===== config.mk =====
export PLATFORM = sky130hd
export DESIGN_NAME = width_downsizer
export DESIGN_NICKNAME = d
export VERILOG_FILES = /design/src/rtl/width_downsizer_pkg.sv /design/src/rtl/width_downsizer_fifo.sv /design/src/rtl/width_downsizer.sv
export SDC_FILE = /design/constraint.sdc
export NUM_CORES = 1
export LEC_CHECK = 0
export BUFFER_PORTS_ARGS = -buffer_cell sky130_fd_sc_hd__buf_2
export CAP_MARGIN = 20
export CORE_ASPECT_RATIO = 1.75
export CORE_MARGIN = 8
export CORE_UTILIZATION = 45
export CTS_CLUSTER_DIAMETER = 30
export DETAILED_ROUTE_END_ITERATION = 8
export HOLD_SLACK_MARGIN = 0.12
export PLACE_DENSITY = 0.73
export SETUP_SLACK_MARGIN = 0.4
export SYNTH_ARGS = -nofsm -noshare
export SYNTH_HDL_FRONTEND = slang
export SYNTH_SLANG_ARGS = --single-unit

===== constraint.sdc =====
create_clock -name clk -period 4.35 [get_ports clk]
set_input_delay 0.2175 -clock clk [delete_from_list [all_inputs] [get_ports clk]]
set_output_delay 0.2175 -clock clk [all_outputs]
set_load 0.05 [all_outputs]

===== src/rtl/width_downsizer_pkg.sv =====
// Shared types and constants for the width downsizer (FSM states, overflow counter width).
package width_downsizer_pkg;

  typedef enum logic {
    ST_EMPTY  = 1'b0,
    ST_ACTIVE = 1'b1
  } state_t;

  localparam int OVF_CNT_W = 8;

endpackage


===== src/rtl/width_downsizer_fifo.sv =====
// Synchronous word FIFO with registered level/full/empty; a push is refused only when full,
// independent of a same-cycle pop.
module width_downsizer_fifo #(
  parameter  int W     = 64,
  parameter  int DEPTH = 4,
  localparam int AW    = $clog2(DEPTH),
  localparam int LW    = AW + 1
) (
  input  logic          clk,
  input  logic          reset,
  input  logic          push,
  input  logic [W-1:0]  push_data,
  input  logic          pop,
  output logic [W-1:0]  pop_data,
  output logic          full,
  output logic          empty,
  output logic [LW-1:0] level
);

  logic [W-1:0]  mem [DEPTH];
  logic [AW-1:0] wr_ptr, rd_ptr;
  logic          do_push, do_pop;
  logic [LW-1:0] level_d;

  assign do_push  = push && !full;
  assign do_pop   = pop && !empty;
  assign pop_data = mem[rd_ptr];

  always_comb begin
    level_d = level;
    case ({do_push, do_pop})
      2'b10:   level_d = level + LW'(1);
      2'b01:   level_d = level - LW'(1);
      default: level_d = level;
    endcase
  end

  // Pointers are AW bits wide, so they wrap modulo DEPTH on their own.
  always_ff @(posedge clk) begin
    if (reset) begin
      wr_ptr <= '0;
      rd_ptr <= '0;
      level  <= '0;
      full   <= 1'b0;
      empty  <= 1'b1;
    end else begin
      if (do_push) wr_ptr <= wr_ptr + AW'(1);
      if (do_pop)  rd_ptr <= rd_ptr + AW'(1);
      level <= level_d;
      full  <= (level_d == LW'(DEPTH));
      empty <= (level_d == '0);
    end
  end

  always_ff @(posedge clk) begin
    if (do_push) mem[wr_ptr] <= push_data;
  end

endmodule


===== src/rtl/width_downsizer.sv =====
// Wide-to-narrow serializer: FIFO of IN_W words, emitted as OUT_W chunks on req_data.
// Optional overflow accounting is built when WIDTH_DOWNSIZER_OVF_EN is defined.
module width_downsizer
  import width_downsizer_pkg::*;
#(
  parameter int IN_W      = 64,
  parameter int OUT_W     = 8,
  parameter int DEPTH     = 4,
  parameter int MSB_FIRST = 0
) (
  input  logic                   clk,
  input  logic                   reset,
  input  logic                   strobe_in,
  input  logic [IN_W-1:0]        input_data,
  output logic                   full,
  output logic [$clog2(DEPTH):0] level,
  input  logic                   req_data,
  output logic                   ready,
  output logic                   strobe_out,
  output logic [OUT_W-1:0]       data_out,
  output logic                   data_end
`ifdef WIDTH_DOWNSIZER_OVF_EN
  ,
  output logic                   overflow,
  output logic [OVF_CNT_W-1:0]   ovf_cnt
`endif
);

  localparam int N     = IN_W / OUT_W;
  localparam int IDX_W = $clog2(N);
  localparam logic [IDX_W-1:0] IDX_LAST = IDX_W'(N - 1);

  state_t                  state_q, state_d;
  logic [N-1:0][OUT_W-1:0] word_q;
  logic [IDX_W-1:0]        idx_q;
  logic [OUT_W-1:0]        chunk;
  logic [IN_W-1:0]         fifo_rdata;
  logic                    fifo_empty;
  logic                    pop, take, last;

  width_downsizer_fifo #(.W(IN_W), .DEPTH(DEPTH)) u_fifo (
    .clk       (clk),
    .reset     (reset),
    .push      (strobe_in),
    .push_data (input_data),
    .pop       (pop),
    .pop_data  (fifo_rdata),
    .full      (full),
    .empty     (fifo_empty),
    .level     (level)
  );

  if (MSB_FIRST != 0) begin : g_msb
    assign chunk = word_q[IDX_LAST - idx_q];
  end else begin : g_lsb
    assign chunk = word_q[idx_q];
  end

  always_ff @(posedge clk) begin
    if (reset) state_q <= ST_EMPTY;
    else       state_q <= state_d;
  end

  // On the final chunk, a waiting word is loaded in the same cycle so a held req_data sees no gap.
  always_comb begin
    state_d = state_q;
    pop     = 1'b0;
    take    = 1'b0;
    last    = 1'b0;
    case (state_q)
      ST_EMPTY: begin
        if (!fifo_empty) begin
          pop     = 1'b1;
          state_d = ST_ACTIVE;
        end
      end
      ST_ACTIVE: begin
        if (req_data) begin
          take = 1'b1;
          last = (idx_q == IDX_LAST);
          if (last) begin
            if (!fifo_empty) pop = 1'b1;
            else             state_d = ST_EMPTY;
          end
        end
      end
      default: state_d = ST_EMPTY;
    endcase
  end

  assign ready = (state_q == ST_ACTIVE);

  always_ff @(posedge clk) begin
    if (reset) begin
      word_q     <= '0;
      idx_q      <= '0;
      strobe_out <= 1'b0;
      data_end   <= 1'b0;
      data_out   <= '0;
    end else begin
      strobe_out <= take;
      data_end   <= take && last;
      if (take) data_out <= chunk;
      if (pop) begin
        word_q <= fifo_rdata;
        idx_q  <= '0;
      end else if (take) begin
        idx_q  <= idx_q + IDX_W'(1);
      end
    end
  end

`ifdef WIDTH_DOWNSIZER_OVF_EN
  // full is the registered FIFO flag, i.e. exactly the "write refused" condition this cycle.
  always_ff @(posedge clk) begin
    if (reset) begin
      overflow <= 1'b0;
      ovf_cnt  <= '0;
    end else if (strobe_in && full) begin
      overflow <= 1'b1;
      if (ovf_cnt != '1) ovf_cnt <= ovf_cnt + OVF_CNT_W'(1);
    end
  end
`endif

endmodule


Word-level counts from Yosys, hierarchy flattened
Memory sizes are Yosys's and may differ from the RTL's. A register that Yosys moved wholly into a read port is not among the register bits.
Index checks and enable logic that the tools add are counted.
{ "word_totals": {"wordCells": 45, "out_inout_bits": 15, "ramBits": 256, "reg_bits": 23, "mem_count": 1, "inputBits": 68} }
{ "classes": {"n_addsub": 5, "n_lt_le_gt_ge": 1, "eq_ne": 4, "n_reduce_logical": 7, "bitwise_logic": 1, "mux": 16} }
{ "mem_list": {"columns": ["name", "words", "width", "read_ports", "rd_ports_with_merged_regs", "wr", "line", "source"], "rows": [
  ["u_fifo.mem", 4, 64, 1, 1, 1, "width_downsizer_fifo.sv:20", "logic [W-1:0] mem [DEPTH];"]
]} }
{ "op_table": {"columns": ["operator", "n"], "rows": [
  ["$bmux W8 S3", 1],
  ["$mux W1", 11],
  ["$mux W8", 1],
  ["$add A3 B1 Y3 const B", 2],
  ["$eq A3 B3 Y1 const B", 2],
  ["$pmux W3 S2", 1],
  ["$add A2 B1 Y2 const B", 2],
  ["$lt A3 B4 Y1 const B", 1],
  ["$pmux W1 S2", 2],
  ["$logic_and A1 B1 Y1", 3],
  ["$logic_not A3 Y1", 1],
  ["$sub A3 B1 Y3 const B", 1],
  ["$eq A2 B1 Y1 const B", 1],
  ["$eq A2 B2 Y1 const B", 1],
  ["$logic_not A1 Y1", 2],
  ["$reduce_or A2 Y1", 1],
  ["$not A1 Y1", 1]
]} }

Longest topological paths before layout
Gate-level depths: netlist (run 1).
{ "logic_depth": {"depth_word": 8, "depth_mapped": 12} }

Hierarchy
A second synthesis (run 1) with hierarchy kept.
{ "hier_totals": {"cells_unflattened": 782, "area_unflattened_um2": 13118.8} }
{ "by_module_without_submodules": {"columns": ["module", "cells_per_inst", "instances", "area_each_um2", "seq_area_each_um2"], "rows": [
  ["width_downsizer_fifo", 388, 1, 9844.4, 7907.6],
  ["width_downsizer", 394, 1, 3274.4, 1561.5]
]} }

Worst setup path after synthesis (run 1)
No wires, ideal clock.
{ "synth_path": {"path_kind": "flip-flop to flip-flop", "from": "register u_fifo.full", "to": "memory u_fifo.mem[0][0], enable pin", "synth_period_minus_slack_ps": 2831, "path_slack_ps": 1519, "arrival_time_ps": 2402, "path_buffers": 1, "path_stages_with_launch": 4, "cell_sequence": "dfxtp_1 > nor2b_1 > clkbuf_1 > and2_1"} }
{ "synth_via": {"elab_chain_cells": 4} }
{ "synth_rtl": {"columns": ["element", "line", "source"], "rows": [
  ["start: declaration", "width_downsizer_fifo.sv:15", "output logic full,"],
  ["start signal: assignment", "width_downsizer_fifo.sv:50", "full <= (level_d == LW'(DEPTH));"],
  ["$logic_not A1 Y1", "width_downsizer_fifo.sv:25", "assign do_push = push && !full;"],
  ["$logic_and A1 B1 Y1", "width_downsizer_fifo.sv:25", null],
  ["$mux W1", "width_downsizer_fifo.sv:56", "if (do_push) mem[wr_ptr] <= push_data;"],
  ["$mux W1 (implied by the code)", "width_downsizer_fifo.sv:56", null],
  ["end: declaration", "width_downsizer_fifo.sv:20", null]
]} }
Every way passes these cells.

Worst setup path after layout (run 1)
{ "layout_path": {"from": "register idx_q[1]", "to": "register u_fifo.full"} }
{ "layout_via": {"elab_chain_cells": 8} }
{ "layout_rtl": {"columns": ["element", "line", "source"], "rows": [
  ["start: declaration", "width_downsizer.sv:35", "logic [IDX_W-1:0] idx_q;"],
  ["start signal: assignment", "width_downsizer.sv:108", "idx_q <= idx_q + IDX_W'(1);"],
  ["$eq A3 B3 Y1 (*)", "width_downsizer.sv:80", "last = (idx_q == IDX_LAST);"],
  ["$mux W1 (*)", "width_downsizer.sv:81", "if (last) begin"],
  ["$mux W1 (*)", "width_downsizer.sv:78", "if (req_data) begin"],
  ["$pmux W1 S2 (*)", "width_downsizer.sv:70", "case (state_q)"],
  ["$logic_and A1 B1 Y1 (*)", "width_downsizer_fifo.sv:26", "assign do_pop = pop && !empty;"],
  ["$eq A2 B1 Y1 / $eq A2 B2 Y1 (equally long branches)", "width_downsizer_fifo.sv:31", "case ({do_push, do_pop})"],
  ["$pmux W3 S2 (*)", "width_downsizer_fifo.sv:31", null],
  ["$eq A3 B3 Y1 (*)", "width_downsizer_fifo.sv:50", null]
]} }
Every way passes the cells marked *; elsewhere a longest branch is shown, timed or not.
A chain may end at the register's enable or synchronous reset.

==> flow_summary.json, run 1 <==
{
  "run_status": "complete, no violations",
  "dieArea_um2": 34600,
  "fin_setup_tns_ns": 0,
  "cpMostUsedCell": "ha_1",
  "drtIter0Drc": 443,
  "reg2reg_from": "idx_q[1]",
  "dp.cells": 1201,
  "layout_commonest_cell": "edfxtp_1",
  "ant_nets": 0,
  "critPathLaunch": "idx_q[1]",
  "max_cap_viol_count": 0,
  "post_cts_buffers": 0,
  "rsz0062_at_grt": "false",
  "dieWidth_um": 144,
  "firstDrtPassIters": 5,
  "port_buffers": 82,
  "gp_congestion": 0.766,
  "leakage_nw": 5.23,
  "track_usage_pct": 15.4,
  "fillers": 2304,
  "area_growth_pct": 19.9,
  "grt_antenna_before_repair": 1,
  "hp-class": "primary input to flop",
  "ctsResizeCount": 0,
  "cp_data_arrival_time_ns": 3.05,
  "power.internal_w": 0.00655,
  "max_stage_delay_ns": 0.38,
  "overflow": 0,
  "drive_above_1_share_pct": 23.9,
  "insertion_delay_ns": 0.51,
  "ys_warn_count": 0,
  "endpoint": "u_fifo.full",
  "p_clk_share_pct": 32.9,
  "synth_cells": 775,
  "tightest_slew_ns": 0.818,
  "crit_slowest_cell": "fa_1",
  "grt_pass1_vias": 7293,
  "wirelength_um": 26300,
  "grt_pass1_wl_um": 40300,
  "syn-num-nets": 851,
  "switching_power_w": 0.00258,
  "cts_tree": "done",
  "final_nets": 1002,
  "yosysUniqueCellTypes": 30,
  "r2r_cells": 11,
  "critical_path.cell_chain": "ha_1 > ha_1 > a21boi_2 > or2_2 > inv_2 > ha_1 > fa_1 > xnor2_1 > or3_1 > a21oi_1 > nor2b_1",
  "cts-root-buf": "clkbuf_16",
  "htreeDepth": 2,
  "final_cell_mix": "256 x edfxtp_1, 129 x nand2_1, 84 x dfxtp_1",
  "clock_path_buffers": 3,
  "vias": 6944,
  "irDropWorstVdd_mv": 0.276,
  "clk_pin_slew_ns": 0.07,
  "core_um2": 28500,
  "p_comb_share_pct": 20.8,
  "p_per_area_nw_per_um2": 588,
  "cts_sinks": 343,
  "p_sw_share_pct": 28.3,
  "seq_area_frac_synth_pct": 72.9,
  "syn-mean-instance-area_um2": 16.7,
  "post_drt_wl_per_cell_um": 19.7,
  "min_period_over_period_pct": 59.7,
  "routed_via_density": 5.22,
  "std_cell_rows": 82,
  "r2r_end": "u_fifo.full",
  "hold_buffers": 66,
  "die_h_um": 240,
  "cts_buffers": 35,
  "worstPathRequired_ns": 4.81,
  "dp_hpwl_um": 16700,
  "slew_viol_final": 0,
  "hold_viol": 0,
  "setup_viol": 0,
  "grt_max_degree": 77,
  "fin_hold_ws_ns": 0.244,
  "pin_count": 83,
  "hold_start": "strobe_in",
  "fin_skew_ns": 0.0145,
  "setup.worst_path.start_class": "flop",
  "final_cells": 1331,
  "start_util_pct": 45.4,
  "netlist_area_um2": 12900,
  "timing.final.crit_period_ns": 2.60,
  "slew_headroom_pct": 45.5,
  "drcViolationCount": 0,
  "yosys_register_bits": 343,
  "cp_max_fo": 6,
  "seqPwrFrac_pct": 46.3,
  "holdPathStages": 4,
  "max_freq_mhz": 385,
  "rrSetupSlack_ns": 1.75,
  "power_w": 0.00913,
  "endpoint_kind": "flop",
  "worstSetupPathType": "flop to flop"
}
## state kept, by name, indices dropped and copies added (netlist names)
name,count
u_fifo.level,3
u_fifo.full,1
u_fifo.mem,256
u_fifo.wr_ptr,2
word_q,64
u_fifo.rd_ptr,2
data_end,1
idx_q,3
strobe_out,1
data_out,8
u_fifo.empty,1
ready,1
## kinds of logic after synthesis
logic type	Yosys count	share of synthesized area (%)
mux	99	13.8
flops	343	72.9
fa+ha+maj	8	0.832
xor+xnor	6	0.406
buf+inv	51	2.53
compound gates	103	4.34
simple gates	165	5.16
## layer usage
metal | global-route usage [%] | part of all wire (%)
met1 | 16.7 | 37
met5 | 0 | 0
met4 | 7.41 | 3.7
met3 | 2.21 | 4.2
met2 | 28.7 | 55
## power groups by stage
| stage | Sequential [W] | Combinational [W] | Clock, W |
|---|---|---|---|
| 2_1_floorplan | 0.00425 | 0.00148 | 0 |
| 3_3_place_gp | 0.00428 | 0.00186 | 0 |
| 3_5_place_dp | 0.00430 | 0.00188 | 0 |
| 4_1_cts | 0.00423 | 0.00194 | 0.00305 |
| 5_1_grt | 0.00428 | 0.00207 | 0.00316 |
| 6_report | 0.00423 | 0.00190 | 0.00300 |
## cell usage after synthesis (all sizes together)
library cell / instances / area share (%)
dfxtp: 87 / 13
xnor2: 5 / 0.34
mux2i: 35 / 2.7
buf: 32 / 2.0
inv: 6 / 0.17
a21oi: 77 / 3.0
or3: 1 / 0.048
o21ai: 9 / 0.35
and3: 1 / 0.048
ha: 7 / 0.68
xor2: 1 / 0.068
nor2b: 4 / 0.19
fa: 1 / 0.15
a21boi: 1 / 0.087
and2: 6 / 0.29
nand2: 129 / 3.7
clkbuf: 13 / 0.38
nor3b: 2 / 0.15
or2: 1 / 0.048
nor3: 3 / 0.12
mux4: 64 / 11
nor2: 18 / 0.52
a22oi: 16 / 0.93
edfxtp: 256 / 59
## layout make-up
type                            count  area [um^2]  share of cell area, %
Clock inverter                     21          216                   1.39
Sequential cell                   343         9440                   60.8
Inverter                            6         22.5                  0.145
Multi-Input combinational cell    381         3190                   20.5
Clock buffer                       42          965                   6.22
Antenna cell                        1         2.50                 0.0161
Timing Repair Buffer              159         1220                   7.84
Tap cell                          378          473                   3.05
## worst min-delay path by stage
stage / slack (ns) / to
global route: 0.30 / u_fifo.wr_ptr[0]
finish: 0.24 / u_fifo.wr_ptr[0]
global placement: 0.43 / u_fifo.mem[2][41]
detailed placement: 0.43 / u_fifo.mem[0][34]
floorplan: 0.31 / u_fifo.level[2]
CTS: 0.24 / u_fifo.wr_ptr[0]
## worst max-delay path: cells and delay by family (launching register included)
family / cells / cell delay [ns]
AOI/OAI and AO/OA: 2 / 0.41
xor gates and xnor gates: 1 / 0.15
adders and majority gates: 4 / 0.98
buffers and inverters: 1 / 0.04
DFF: 1 / 0.35
and+or+nand+nor: 3 / 0.61
## stage by stage
stage	area, um^2	util [%]	worst slack, ns
after floorplan	12900	-	1.52
after CTS	15500	54.4	1.75
after detailed placement	13700	47.9	1.76
after global placement	13700	47.9	1.82
final	15500	54.4	1.75
after global routing	15500	54.4	1.61
(Power assumes the default switching activity.)
==> inputs of run 2 (changes only) <==
- clock period: 4.35 -> 2.5 ns (I/O delays scaled with it)
==> flow_summary.json, run 2 (synthesis gave the netlist of run 1 again) <==
{
  "start_util_pct": 45.4,
  "irDropWorstVdd_mv": 0.493,
  "dieWidth_um": 144,
  "std_cell_rows": 82,
  "max_cap_viol_count": 0,
  "largest_reg_flops": 256,
  "wirelength_um": 26400,
  "clock_path_buffers": 3,
  "use_met3_pct": 2.72,
  "core_um2": 28500,
  "layout_commonest_cell": "edfxtp_1",
  "max_freq_mhz": 437,
  "post_drt_wl_per_cell_um": 19.6,
  "slew_viol_final": 0,
  "grt_max_degree": 69,
  "fin_skew_ns": 0.0197,
  "worstSetupPathType": "flop to flop",
  "dieArea_um2": 34600,
  "fin_setup_tns_ns": 0,
  "ant_nets": 0,
  "r2r_cells": 11,
  "insertion_delay_ns": 0.53,
  "critical_path.cell_chain": "ha_4 > ha_4 > a21boi_4 > or2_4 > inv_2 > ha_4 > fa_2 > xnor2_1 > or3_1 > a21oi_2 > nor2b_2",
  "firstDrtPassIters": 5,
  "rsz0062_at_grt": "true",
  "grt_antenna_before_repair": 1,
  "slew_headroom_pct": 51.5,
  "dp_hpwl_um": 16700,
  "p_per_area_nw_per_um2": 1030,
  "vias": 7042,
  "use_met1_pct": 17.7,
  "post-route-util_pct": 55.4,
  "routed_via_density": 5.22,
  "area_growth_pct": 22.0,
  "final_nets": 1017,
  "cts_tree": "done",
  "holdPathStages": 5,
  "top_regs": "u_fifo.mem: 256 flops, word_q: 64 flops, data_out: 8 flops",
  "min_period_over_period_pct": 91.5,
  "drive_above_1_share_pct": 25.6,
  "drcViolationCount": 0,
  "cts_buffers": 37,
  "cts-root-buf": "clkbuf_16",
  "overflow": 0,
  "endpoint_kind": "flop",
  "p_comb_share_pct": 21.8,
  "setup_viol": 0,
  "cpMostUsedCell": "ha_4",
  "worstPathRequired_ns": 2.96,
  "crit_family": "adder cells",
  "leakage_nw": 5.33,
  "regArea_um2": 9440,
  "p_sw_share_pct": 28.0,
  "cp_max_fo": 3,
  "gp_congestion": 0.748,
  "crit_buf_inv": 1,
  "fillers": 2276,
  "tightest_slew_ns": 0.727,
  "setup.worst_path.start_class": "flop",
  "drtIter0Drc": 444,
  "grt_pass1_wl_um": 41100,
  "htreeDepth": 2,
  "cp_data_arrival_time_ns": 2.75,
  "multi_input_area_um2": 3250,
  "port_buffers": 82,
  "pin_count": 83,
  "run_status": "complete, no violations",
  "seqPwrFrac_pct": 44.4,
  "crit_slowest_cell": "dfxtp_4",
  "power.internal_w": 0.0118,
  "grt_pass1_vias": 7425,
  "largest-register": "u_fifo.mem",
  "cts_sinks": 343,
  "clk_pin_slew_ns": 0.06,
  "hp-class": "primary input to flop",
  "die_h_um": 240,
  "timing.final.crit_period_ns": 2.29,
  "p_clk_share_pct": 33.8,
  "switching_power_w": 0.00457,
  "final_cell_mix": "256 x edfxtp_1, 129 x nand2_1, 82 x dfxtp_1, 82 x buf_2, 76 x a21oi_1",
  "met2_usage_pct": 28.4,
  "track_usage_pct": 15.8,
  "hold_viol": 0,
  "crit_cells": 11,
  "max_stage_delay_ns": 0.35,
  "top_usage_layer": "met2"
}
run 2: cell count changes in the layout (fill, tap and decap cells not counted), sizes merged:
cell,change
bufinv,+1
clkinv,-1
buf,+13
clkbuf,+5
run 2: worst reg2reg max path: cells and delay by family, from the launching register on:
kind	cells	cell delay (ns)
flops	1	0.35
buf+inv	1	0.04
fa+ha+maj	4	0.80
compound gates	2	0.31
simple gates	3	0.60
xor+xnor	1	0.14
run 2: path summary, 6_finish.rpt:
kind | startpoint | endpoint | slack, ns
worst min-delay path | strobe_in | u_fifo.wr_ptr[1] | 0.24
worst min register to register | word_q[55] | word_q[55] | 0.45
worst max register to register | idx_q[1] | u_fifo.full | 0.21
worst max-delay path | idx_q[1] | u_fifo.full | 0.21
run 2: power groups by stage:
stage,Sequential (W),Clock (W),Combinational (W)
detailed placement,0.00736,0,0.00352
floorplan,0.00737,0,0.00262
CTS,0.00724,0.00562,0.00364
global route,0.00731,0.00583,0.00390
finish,0.00724,0.00552,0.00356
global placement,0.00732,0,0.00349
run 2: timing repair:
item	in CTS	in global routing
setup endpoints to repair	8	39
buffers inserted	3	0
gates cloned	0	0
endpoints found under the hold margin	274	0
hold buffers	66	0
resized for setup	3	1
pin swaps	2	2
run 2: area by class of cell:
| class | count | share of cell area, % |
|---|---|---|
| Clock buffer | 47 | 6.44 |
| Sequential cell | 343 | 59.8 |
| Timing Repair Buffer | 172 | 8.48 |
| Multi-Input combinational cell | 381 | 20.6 |
| Tap cell | 378 | 3.00 |
| Antenna cell | 1 | 0.0159 |
| Clock inverter | 21 | 1.56 |
| Inverter | 6 | 0.143 |
run 2: routing by layer:
layer,share of wire [%],wire [um]
met2,53,14100
met3,4.6,1220
met4,3.7,969
met5,0,0
met1,38,10100
run 2: per-stage QoR:
stage	worst slack (ns)	hold WS [ns]	cell area, um^2	cells	total power, W
final	0.211	0.240	15800	1349	0.0163
after floorplan	0.129	0.197	13000	775	0.00999
after global placement	0.239	0.336	13800	1211	0.0108
after CTS	0.183	0.234	15800	1348	0.0165
after detailed placement	0.152	0.342	13800	1211	0.0109
after global routing	0.106	0.270	15800	1349	0.0170
